## src/rtl/attractor_detect.sv

```systemverilog
// ---------------------------------------------------------------------------
// attractor_detect
//
// Purpose:
//   Watches the stream of network states x[t] that a gene-network simulator
//   produces from one initial state. It reports the first state that repeats
//   one of the last MAX_PERIOD states. The report gives the cycle length, the
//   state that closed the cycle and the number of samples consumed. If no
//   repeat appears within MAX_STEPS samples, the run ends in a timeout.
//
// Ports:
//   clk          in   rising-edge clock for all state
//   rst          in   asynchronous, active-low reset
//   start        in   one-cycle pulse that begins a new run from init
//   init         in   initial state x[0], captured when start=1
//   x_valid      in   x carries the next state x[t+1]
//   x            in   next network state
//   busy         out  a run is in progress
//   done         out  run finished (found or timeout), sticky
//   found        out  cycle detected, sticky until start/reset
//   timeout      out  MAX_STEPS reached without detection, sticky
//   period       out  detected cycle length, 1..MAX_PERIOD
//   cycle_state  out  state that closed the cycle
//   steps        out  samples accepted when the run ended
// ---------------------------------------------------------------------------
module attractor_detect #(
    parameter int WIDTH        = 8,
    parameter int MAX_PERIOD   = 4,
    parameter int MAX_STEPS    = 16,
    parameter int REPORT_FIXED = 1,
    localparam int PW          = $clog2(MAX_PERIOD + 1),
    localparam int SW          = 16
) (
    input  logic             clk,
    input  logic             rst,
    input  logic             start,
    input  logic [WIDTH-1:0] init,
    input  logic             x_valid,
    input  logic [WIDTH-1:0] x,
    output logic             busy,
    output logic             done,
    output logic             found,
    output logic             timeout,
    output logic [PW-1:0]    period,
    output logic [WIDTH-1:0] cycle_state,
    output logic [SW-1:0]    steps
);

    typedef enum logic [1:0] {
        IDLE   = 2'd0,
        SEARCH = 2'd1,
        LOCKED = 2'd2
    } state_t;

    state_t state_q;
    state_t state_d;

    // hist[0] is the newest remembered state, hist[MAX_PERIOD-1] the oldest.
    logic [WIDTH-1:0] hist [MAX_PERIOD];
    logic [PW-1:0]    fill;
    logic [SW-1:0]    count;

    logic             hit;
    logic [PW-1:0]    match_k;
    logic             newest_repeat;
    logic [SW-1:0]    count_inc;
    logic             last_step;
    logic             accept;

    assign busy = (state_q == SEARCH);

    // A sample is only consumed while searching; a start in the same cycle
    // takes priority and the sample is thrown away.
    assign accept = (state_q == SEARCH) && x_valid && !start;

    assign count_inc = count + 1'b1;
    assign last_step = (count_inc == SW'(MAX_STEPS));

    // Scan the valid history from newest to oldest so that the first hit is
    // the shortest cycle. When fixed points are not reportable, distance 1 is
    // skipped entirely.
    always_comb begin
        hit     = 1'b0;
        match_k = '0;
        for (int k = 1; k <= MAX_PERIOD; k++) begin
            if (!hit && (k <= int'(fill)) && (x == hist[k-1]) &&
                !((k == 1) && (REPORT_FIXED == 0))) begin
                hit     = 1'b1;
                match_k = PW'(k);
            end
        end
        newest_repeat = (fill != '0) && (x == hist[0]);
    end

    // Run-control state register.
    always_ff @(posedge clk or negedge rst) begin
        if (!rst) begin
            state_q <= IDLE;
        end else begin
            state_q <= state_d;
        end
    end

    // Next-state decode: start always (re)enters SEARCH; SEARCH ends on a
    // detection or on the final allowed sample.
    always_comb begin
        state_d = state_q;
        case (state_q)
            IDLE: begin
                if (start) state_d = SEARCH;
            end
            SEARCH: begin
                if (start) begin
                    state_d = SEARCH;
                end else if (x_valid && (hit || last_step)) begin
                    state_d = LOCKED;
                end
            end
            LOCKED: begin
                if (start) state_d = SEARCH;
            end
            default: state_d = IDLE;
        endcase
    end

    // History, counters and result registers. Results are written on the
    // same edge that accepts the closing sample and then hold until the next
    // start or reset.
    always_ff @(posedge clk or negedge rst) begin
        if (!rst) begin
            for (int i = 0; i < MAX_PERIOD; i++) begin
                hist[i] <= '0;
            end
            fill        <= '0;
            count       <= '0;
            done        <= 1'b0;
            found       <= 1'b0;
            timeout     <= 1'b0;
            period      <= '0;
            cycle_state <= '0;
            steps       <= '0;
        end else if (start) begin
            hist[0]     <= init;
            fill        <= PW'(1);
            count       <= '0;
            done        <= 1'b0;
            found       <= 1'b0;
            timeout     <= 1'b0;
            period      <= '0;
            cycle_state <= '0;
            steps       <= '0;
        end else if (accept) begin
            count <= count_inc;
            if (hit) begin
                found       <= 1'b1;
                done        <= 1'b1;
                period      <= match_k;
                cycle_state <= x;
                steps       <= count_inc;
            end else if (last_step) begin
                timeout <= 1'b1;
                done    <= 1'b1;
                steps   <= SW'(MAX_STEPS);
            end else if (!((REPORT_FIXED == 0) && newest_repeat)) begin
                // An immediate repeat of the newest state is a fixed point.
                // When fixed points are not reported it is kept out of the
                // history, otherwise it would later masquerade as a
                // longer cycle against its own earlier copy.
                for (int i = MAX_PERIOD - 1; i > 0; i--) begin
                    hist[i] <= hist[i-1];
                end
                hist[0] <= x;
                if (fill != PW'(MAX_PERIOD)) begin
                    fill <= fill + 1'b1;
                end
            end
        end
    end

endmodule
```

## config.mk

```make
export PLATFORM = sky130hd
export DESIGN_NAME = attractor_detect
export DESIGN_NICKNAME = d
export VERILOG_FILES = /design/src/rtl/attractor_detect.sv
export SDC_FILE = /design/constraint.sdc
export NUM_CORES = 1
export LEC_CHECK = 0
export BUFFER_PORTS_ARGS = -buffer_cell sky130_fd_sc_hd__buf_2
export CAP_MARGIN = 5
export CORE_MARGIN = 1
export CORE_UTILIZATION = 45
export DETAILED_ROUTE_END_ITERATION = 10
export SKIP_CTS_REPAIR_TIMING = 1
export SLEW_MARGIN = 20
export SYNTH_ARGS = -nofsm -noshare
export SYNTH_HDL_FRONTEND = slang
export SYNTH_SLANG_ARGS = --single-unit
```

## constraint.sdc

```tcl
create_clock -name clk -period 4.5 [get_ports clk]
set_clock_uncertainty 0.15 [all_clocks]
set_input_delay 1.35 -clock clk [delete_from_list [all_inputs] [get_ports clk]]
set_output_delay 1.35 -clock clk [all_outputs]
set_load 0.02 [all_outputs]
```

==> qor.txt, run 1 <==
Status: finished clean
YS warnings: 0
Synth Net Count: 453
Max-cap violations: 0
CP endpoint kind: flip-flop
DRT Pass-1 Iters: 4
Top FF cell, synth: dfrtp_1
Via density per instance: 5.789
Register bit count reported by yosys: 83
Overall power: 1.804 mW
Port buffer count: 50
Die Width: 101.6 um
CTS max path bufs: 2
First-pass GRT wire length: 18140 um
Core ar.: 0.009415 mm2
Slew margin rel.: 41.27%
Global route overflow: 0
Total CTS buffers: 9
Vias in the first global route: 3312
Die height: 101.6 um
Worst vdd ir: 0.1900 mV
H-tree depth: 3
Slew Viols, Final: 0
Register Area: 0.002077 mm2
Lkg Pwr: 2.097 nW
Worst-path clk slew: 0.08 ns
Rows: 35
Post-DP HPWL: 7230 um
Nets: 478
Crit Path Class: input port to flip-flop
Post-synth cell types: 51
Startpoint types: input port
Starting Density: 47.40%
Post-synth EDFFs: 0
HP Start: done
Crit-path max cell delay: 0.60 ns
Total GRT Usage: 22.99%
Multi-input gate area: 0.002142 mm2
Family with the most delay on the worst path: simple AND/OR/NAND/NOR gates
# setup viols final: 0
Largest net degree at the start of global routing: 84
GP Congestion: 0.8257
Hold Vio Cnt, Final: 0
Worst Setup SP: x[0]
Cell Pwr Density: 364.5 mW/mm2
Residual DRC: 0
CP Data Arrival Time: 3.56 ns
Clock sink count: 83
Minimum clock period: 3.477 ns
I/O pin count: 51
Type of the most critical hold path: flip-flop to flip-flop
Critical Path RT: 4.59 ns
Ys async rst share: 100.0%
Slowest CP cell: or4_4
Fraction of layout cells with a size suffix above 1: 21.83%
Fill count: 873
Highest Clock Rate: 0.2876 GHz
RR Startpoint: count[0]
Area of the mapped netlist: 0.004463 mm2
Setup_tns: 0 ns
Die ar.: 0.01032 mm2
Worst-Skew Late Latency: 0.35 ns
Initial antenna violation count: 0
DRT iter0 DRCs: 188
Tcrit/Tclk final: 77.27%
Sequential share of the synthesized area: 46.54%
Via count: 3398
Area growth syn-to-layout: 10.88%
RSZ-0062 raised after global routing: no
Worst-Margin Slew: 0.8742 ns
Routed Antenna Nets: 0
ANT cells: 0
Worst Path Max Fanout: 24
CTS tree: yes
Routed WL: 10670 um
Post-Synthesis Cells: 429
Routed wire per std cell: 18.18 um
Crit-path cells: buf_2 > xnor2_1 > o311ai_1 > nor3_1 > or4_4 > nor4_4 > buf_4 > mux2_2
Crit path buffers/inverters: 2
Synthesized area per cell: 10.40 um2
Root Buffer: clkbuf_8
==> Yosys cell counts, drive strengths merged, types with 2 or more instances <==
library cell | n | area share, %
a31oi | 3 | 0.42
nor3 | 8 | 0.90
o31ai | 10 | 1.7
dfrtp | 83 | 47
mux2i | 2 | 0.45
mux2 | 24 | 6.1
xor2 | 25 | 4.9
ha | 4 | 1.1
a41oi | 10 | 2.0
buf | 18 | 2.9
nand2 | 23 | 1.9
clkbuf | 27 | 2.3
nand3 | 18 | 2.0
o211ai | 2 | 0.34
and4 | 5 | 0.98
o22ai | 7 | 0.98
o211a | 2 | 0.45
o21a | 2 | 0.34
or3 | 4 | 0.56
nor2 | 19 | 1.6
nor4 | 7 | 1.3
and2 | 4 | 0.56
a311oi | 2 | 0.39
inv | 4 | 0.34
a2bb2oi | 8 | 1.6
nand4 | 11 | 1.5
a311o | 2 | 0.45
o21ai | 16 | 1.8
a21oi | 22 | 2.5
nand4b | 2 | 0.39
xnor2 | 32 | 6.3
nor3b | 3 | 0.50
o32ai | 2 | 0.39
nor2b | 2 | 0.28
a32o | 6 | 1.3
==> area by class of cell <==
cell class / count / area share, %
Clock buffer: 11 / 3.059
Clock inverter: 4 / 1.492
Inverter: 5 / 0.3793
Multi-Input combinational cell: 296 / 43.29
Sequential cell: 83 / 41.97
Tap cell: 129 / 3.262
Timing Repair Buffer: 59 / 6.549
==> worst register-to-register path, delay by kind of cell, from the launching register on <==
kind	cells	cell delay, ns
and+or+nand+nor	4	0.95
AOI/OAI and AO/OA	1	0.52
DFF	1	0.50
muxes	1	0.38
buffers and inverters	1	0.36
adders and majority gates	1	0.34
==> logic make-up (layout without fill, tap and decap cells) <==
logic type / after synthesis / after routing / share of synthesized area [%]
AOI/OAI and AO/OA: 100 / 100 / 15.92
xor gates and xnor gates: 57 / 57 / 11.19
adders and majority gates: 4 / 4 / 1.121
buffers and inverters: 50 / 79 / 5.607
DFF: 83 / 83 / 46.54
muxes: 26 / 26 / 6.504
and+or+nand+nor: 109 / 109 / 13.12
==> placed cells by master, fill, tap and decap left out, types with 3 or more instances in the layout <==
| master | Yosys | layout |
|---|---|---|
| nor3_1 | 8 | 8 |
| nor3b_1 | 3 | 3 |
| a31oi_1 | 3 | 3 |
| xor2_1 | 25 | 25 |
| o21ai_0 | 15 | 15 |
| inv_1 | 4 | 4 |
| nor4_1 | 6 | 5 |
| o22ai_1 | 7 | 7 |
| buf_4 | 8 | 9 |
| mux2_2 | 22 | 22 |
| buf_2 | 7 | 49 |
| nand3_1 | 18 | 18 |
| a2bb2oi_1 | 8 | 8 |
| ha_1 | 4 | 4 |
| and4_1 | 5 | 5 |
| dfrtp_1 | 83 | 83 |
| o31ai_1 | 10 | 10 |
| clkbuf_8 | 0 | 11 |
| a21oi_1 | 22 | 22 |
| nand2_1 | 23 | 23 |
| xnor2_1 | 32 | 32 |
| nand4_1 | 11 | 11 |
| nor2_1 | 19 | 19 |
| a32o_1 | 6 | 6 |
| or3_1 | 4 | 4 |
| and2_1 | 4 | 4 |
| a41oi_1 | 10 | 10 |
==> through the flow <==
stage	hold slack, ns	cell area, um2	worst slack, ns	utilization [%]	std cells
floorplan	0.3451	4463	0.8114	-	429
global placement	0.3280	4720	0.6715	50.13	572
detailed placement	0.3283	4720	0.6635	50.13	572
CTS	0.3464	4945	1.032	52.52	587
global route	0.3592	4949	0.7786	52.56	587
finish	0.3382	4949	1.023	52.56	587
==> worst paths after layout <==
path                             to  slack [ns]  depth (start not counted)
max                        hist[15]        1.02                          8
min                            done        0.34                          1
max reg2reg                hist[15]        1.19                          8
min reg2reg                    done        0.34                          1
max in group asynchronous   timeout        2.77                          1
min in group asynchronous   hist[0]        0.86                          1
==> sequential cells by signal (all words and copies together), names as in the netlist <==
register and flops:
hist 32, count 16, steps 16, cycle_state 8
fill 3, period 3, state_q 2, done 1
found 1, timeout 1
==> routing by layer <==
metal / vias to the layer above / global-route usage, % / wire, um
li1: 1606 / - / -
met1: 1697 / 35.77 / 5510
met2: 83 / 32.12 / 4490
met3: 12 / 4.141 / 524
met4: 0 / 7.023 / 143
met5: - / 0 / 0
==> power breakdown <==
part / total (mW) / internal (mW) / switching (mW)
logic: 0.288 / 0.149 / 0.139
clock network: 0.605 / 0.340 / 0.265
registers: 0.911 / 0.832 / 0.0791
total: 1.80 / 1.32 / 0.483
No activity file was read; power rests on OpenSTA's default activity.
==> run 2: changes to the inputs <==
- ABC_AREA: unset -> 1
- clock period: 4.5 -> 3.55 ns (I/O delays scaled with it)
==> qor.txt, run 2 <==
Slowest CP cell: o21bai_1
Total CTS buffers: 9
Slew margin rel.: 60.28%
GP Congestion: 0.9041
Startpoint types: input port
Minimum clock period: 2.873 ns
Starting Density: 46.47%
Critical Path RT: 3.64 ns
ANT cells: 0
Residual DRC: 0
Global route overflow: 0
CP endpoint kind: flip-flop
# setup viols final: 0
Lkg Pwr: 2.699 nW
Root Buffer: clkbuf_8
Worst-Margin Slew: 0.5958 ns
H-tree depth: 3
Nets: 676
Crit-path cells: buf_2 > inv_1 > nand2_1 > nand2_1 > nor2_1 > nand3_1 > nor2_1 > nor2_1 > nand3_2 > o21bai_1 > nand2_1 > nand2_1 > nand3_1
Area contributors post-synth: dfrtp_1 (46%), nand2_1 (19%), inv_1 (5.4%), nand3_1 (4.2%), nor2_1 (3.0%)
Routed wire per std cell: 14.11 um
Via density per instance: 5.037
Top FF cell, synth: dfrtp_1
RSZ-0062 raised after global routing: no
Tcrit/Tclk final: 80.94%
DRT Pass-1 Iters: 5
Clock sink count: 83
CTS tree: yes
CTS max path bufs: 2
Commonest non-fill, non-tap cell in the layout: nand2_1
Worst vdd ir: 0.2559 mV
Cell Pwr Density: 456.1 mW/mm2
Rows: 36
Port buffer count: 50
Crit-path max cell delay: 0.38 ns
Register bit count reported by yosys: 83
Initial antenna violation count: 0
Biggest register: hist
Flop2flop setup slack: 0.84 ns
I/O pin count: 51
Vias in the first global route: 3840
Post-Synthesis Cells: 603
Area of the mapped netlist: 0.004542 mm2
HP Start: done
Max-cap violations: 0
Type of the most critical hold path: flip-flop to flip-flop
CP Data Arrival Time: 2.96 ns
Largest net degree at the start of global routing: 49
Worst Path Max Fanout: 8
Core ar.: 0.009774 mm2
Status: finished clean
Via count: 3979
Hold Vio Cnt, Final: 0
Reg-to-Reg End: steps[0]
Highest Clock Rate: 0.3480 GHz
Number of flip-flops under the largest register name: 32
Worst-Skew Late Latency: 0.36 ns
Setup_tns: 0 ns
Post-DP HPWL: 8012 um
DRT iter0 DRCs: 171
Slew Viols, Final: 0
Synth Net Count: 627
Die ar.: 0.01050 mm2
Synthesized area per cell: 7.532 um2
Routed Antenna Nets: 0
Ys async rst share: 100.0%
Routed WL: 11140 um
RR Startpoint: count[0]
Fill count: 987
Most frequent cells in the layout: nand2_1 (224), dfrtp_1 (83), inv_1 (65)
YS warnings: 0
Most frequent cell after synthesis: nand2_1
Fraction of layout cells with a size suffix above 1: 15.98%
Die height: 102.5 um
Die Width: 102.5 um
Cell count of the worst reg-to-reg path: 14
First-pass GRT wire length: 18910 um
Hold path depth: 2
Worst-path clk slew: 0.09 ns
Core Util, Final: 52.65%
Cell taking the most area after synthesis: dfrtp_1
Post-synth cell types: 34
GR Util met2: 34.67%
GRT Max-Usage Layer: met1
Hold EP: done
Met3 Use GR: 4.788%
Area share of the largest cell type after synthesis: 45.73%
Critical path's most frequent cell: nand2_1
Area growth syn-to-layout: 13.31%
GR Util met1: 35.59%
Top Registers: hist: 32 flops, count: 16 flops, steps: 16 flops
Crit Path Class: input port to flip-flop
Synth top cells by count: nand2_1 (224), dfrtp_1 (83), inv_1 (65)
Post-synth EDFFs: 0
Total GRT Usage: 23.60%
Sequential share of the synthesized area: 45.73%
==> run 2: changes by cell type after synthesis, sizes merged, moves of 20 or more <==
cell   before  now
xnor2      32    8
xor2       25    5
nand3      18   42
nand2      23  232
a21oi      22    2
nor2       19   43
inv         4   66
o21ai      16   56
mux2       24    0
==> run 2: cell type report <==
| cell class | count | area [um2] | area share (%) |
|---|---|---|---|
| clock inverter | 7 | 101.3 | 1.969 |
| clock buffer | 9 | 123.9 | 2.407 |
| timing repair buffer | 59 | 332.8 | 6.467 |
| multi-input combinational | 431 | 2088 | 40.58 |
| sequential | 83 | 2077 | 40.36 |
| inverter | 68 | 256.5 | 4.984 |
| tap | 133 | 166.4 | 3.234 |
==> run 2: metrics by stage <==
step,setup slack (ns),power [mW],hold WS (ns),cell area [um2],std cells
2_1_floorplan,0.8347,1.457,0.3210,4542,603
3_3_place_gp,0.4082,1.584,0.3019,4921,774
3_5_place_dp,0.3583,1.592,0.3098,4921,774
4_1_cts,0.7160,2.364,0.3317,5146,790
5_1_grt,0.3812,2.491,0.3587,5146,790
6_report,0.6765,2.347,0.3265,5146,790
==> run 2: worst max path at each step <==
stage | start | end | slack, ns | cells after the start
after detailed placement | x[5] | hist[30] | 0.36 | 13
after global routing | x[5] | hist[24] | 0.38 | 13
after global placement | x[6] | hist[31] | 0.41 | 14
after floorplan | x[6] | hist[25] | 0.83 | 14
final | x[5] | hist[30] | 0.68 | 13
after CTS | x[5] | hist[30] | 0.72 | 13
==> run 2: logic make-up (layout without fill, tap and decap cells) <==
kind of cell / after synthesis / in the layout / share of synthesized area, %
compound gates: 76 / 76 / 9.560
xor+xnor: 13 / 13 / 2.507
fa+ha+maj: 4 / 4 / 1.102
buf+inv: 89 / 143 / 8.292
flops: 83 / 83 / 45.73
simple gates: 338 / 338 / 32.81
==> run 2: critical path: cells and delay by family <==
kind	cells	cell delay [ns]
compound gates	1	0.38
simple gates	10	1.25
buf+inv	2	0.26
==> run 2: layer usage <==
metal,vias up,part of all wire [%]
met5,-,0
met3,10,5.8
li1,2018,-
met1,1846,50
met4,0,1.1
met2,105,43
==> run 2: power breakdown <==
group	switching, mW	internal (mW)
sequential	0.0912	1.05
clock	0.373	0.401
combinational	0.267	0.161
total	0.731	1.62
==> run 3: changes to the inputs <==
- clock period: 3.55 -> 2.8 ns (I/O delays scaled with it)
==> qor.txt, run 3 (synthesis gave the netlist of run 2 again) <==
Biggest register: hist
Total GRT Usage: 23.23%
Top Registers: hist: 32 flops, count: 16 flops, steps: 16 flops
Status: finished clean
Setup_tns: 0 ns
ANT cells: 0
Starting Density: 46.47%
DRT iter0 DRCs: 246
Type of the most critical hold path: input port to async pin
Initial antenna violation count: 0
I/O pin count: 51
GP Congestion: 0.8671
Lkg Pwr: 2.745 nW
Worst vdd ir: 0.2364 mV
Routed wire per std cell: 14.15 um
Post-DP HPWL: 8290 um
Slew margin rel.: 75.49%
Fraction of layout cells with a size suffix above 1: 16.99%
CP Data Arrival Time: 2.67 ns
Worst-Skew Late Latency: 0.37 ns
First-pass GRT wire length: 18530 um
Flop2flop setup slack: 0.24 ns
Total CTS buffers: 9
H-tree depth: 3
Slowest CP cell: dfrtp_1
Routed WL: 11290 um
Core ar.: 0.009774 mm2
Crit-path max cell delay: 0.42 ns
Root Buffer: clkbuf_8
# setup viols final: 0
Vias in the first global route: 3704
Residual DRC: 0
Crit Path Class: flip-flop to flip-flop
Area growth syn-to-layout: 14.82%
Cell Pwr Density: 554.2 mW/mm2
Via count: 4083
Largest net degree at the start of global routing: 65
Crit-path cells: ha_1 > nand2_1 > inv_1 > nand2_1 > nand2_1 > inv_1 > nand2_1 > nor3_2 > nand3_4 > nand2_4 > nor2_4 > buf_12 > nand2_1 > o21ai_2
Rows: 36
Most frequent cells in the layout: nand2_1 (223), dfrtp_1 (83), inv_1 (65)
Commonest non-fill, non-tap cell in the layout: nand2_1
Port buffer count: 50
Minimum clock period: 2.564 ns
Via density per instance: 5.117
Family with the most delay on the worst path: simple AND/OR/NAND/NOR gates
Fill count: 935
Number of flip-flops under the largest register name: 32
Nets: 684
Tcrit/Tclk final: 91.59%
Routed Antenna Nets: 0
Critical Path RT: 2.91 ns
Die Width: 102.5 um
Highest Clock Rate: 0.3899 GHz
Startpoint types: flip-flop
Max-cap violations: 0
CP endpoint kind: flip-flop
Crit path buffers/inverters: 3
DRT Pass-1 Iters: 5
Worst Path Max Fanout: 19
Hold Vio Cnt, Final: 0
Slew Viols, Final: 0
Die height: 102.5 um
Global route overflow: 0
Die ar.: 0.01050 mm2
Worst-path clk slew: 0.08 ns
Critical path's most frequent cell: nand2_1
CTS tree: yes
Core Util, Final: 53.35%
Worst-Margin Slew: 0.3655 ns
CTS max path bufs: 2
RSZ-0062 raised after global routing: no
Clock sink count: 83
-- run 3: changes by cell type in the layout (fill, tap and decap cells not counted), sizes merged --
cell      previous run  this run
buf                 59        67
inv                 67        66
clkinvlp             2         1
clkbuf               9        11
clkinv               4         5
bufinv               2         1
-- run 3: per-stage QoR --
step / hold WS [ns] / instance area, um2 / power [mW] / cells / worst slack, ns
CTS: 0.1940 / 5213 / 2.916 / 798 / 0.1829
global route: 0.2171 / 5215 / 3.062 / 798 / 0.08040
finish: 0.1940 / 5215 / 2.890 / 798 / 0.2355
floorplan: 0.3210 / 4542 / 1.847 / 603 / 0.3097
global placement: 0.3013 / 5019 / 2.024 / 782 / 0.07403
detailed placement: 0.3229 / 5019 / 2.041 / 782 / 0.06742
-- run 3: layer usage --
layer  wire (um)  vias to the layer above  track usage, %
li1            -                     2040               -
met1        5781                     1912           35.75
met2        4768                      118           32.72
met3         583                       13           3.694
met4         158                        0           7.912
met5           0                        -               0
-- run 3: worst paths after layout --
| kind | cells past startpoint | end | start |
|---|---|---|---|
| min in group clk | 2 | steps[5] | steps[5] |
| max reg2reg | 14 | hist[1] | count[0] |
| max in group asynchronous | 2 | hist[31] | rst |
| max | 14 | hist[1] | count[0] |
| min reg2reg | 2 | steps[5] | steps[5] |
| min | 1 | steps[14] | rst |
-- run 3: where the power goes --
part           total, mW  internal, mW  switching (mW)
Clock              0.873         0.432           0.441
Sequential          1.45          1.34           0.116
Combinational      0.565         0.217           0.347
-- run 3: cell type report --
| type | count | area [um2] | share of cell area (%) |
|---|---|---|---|
| Timing Repair Buffer | 67 | 430.4 | 8.253 |
| Tap cell | 133 | 166.4 | 3.191 |
| Inverter | 68 | 256.5 | 4.918 |
| Clock buffer | 11 | 141.4 | 2.711 |
| Multi-Input combinational cell | 431 | 2091 | 40.09 |
| Sequential cell | 83 | 2077 | 39.83 |
| Clock inverter | 5 | 52.55 | 1.008 |
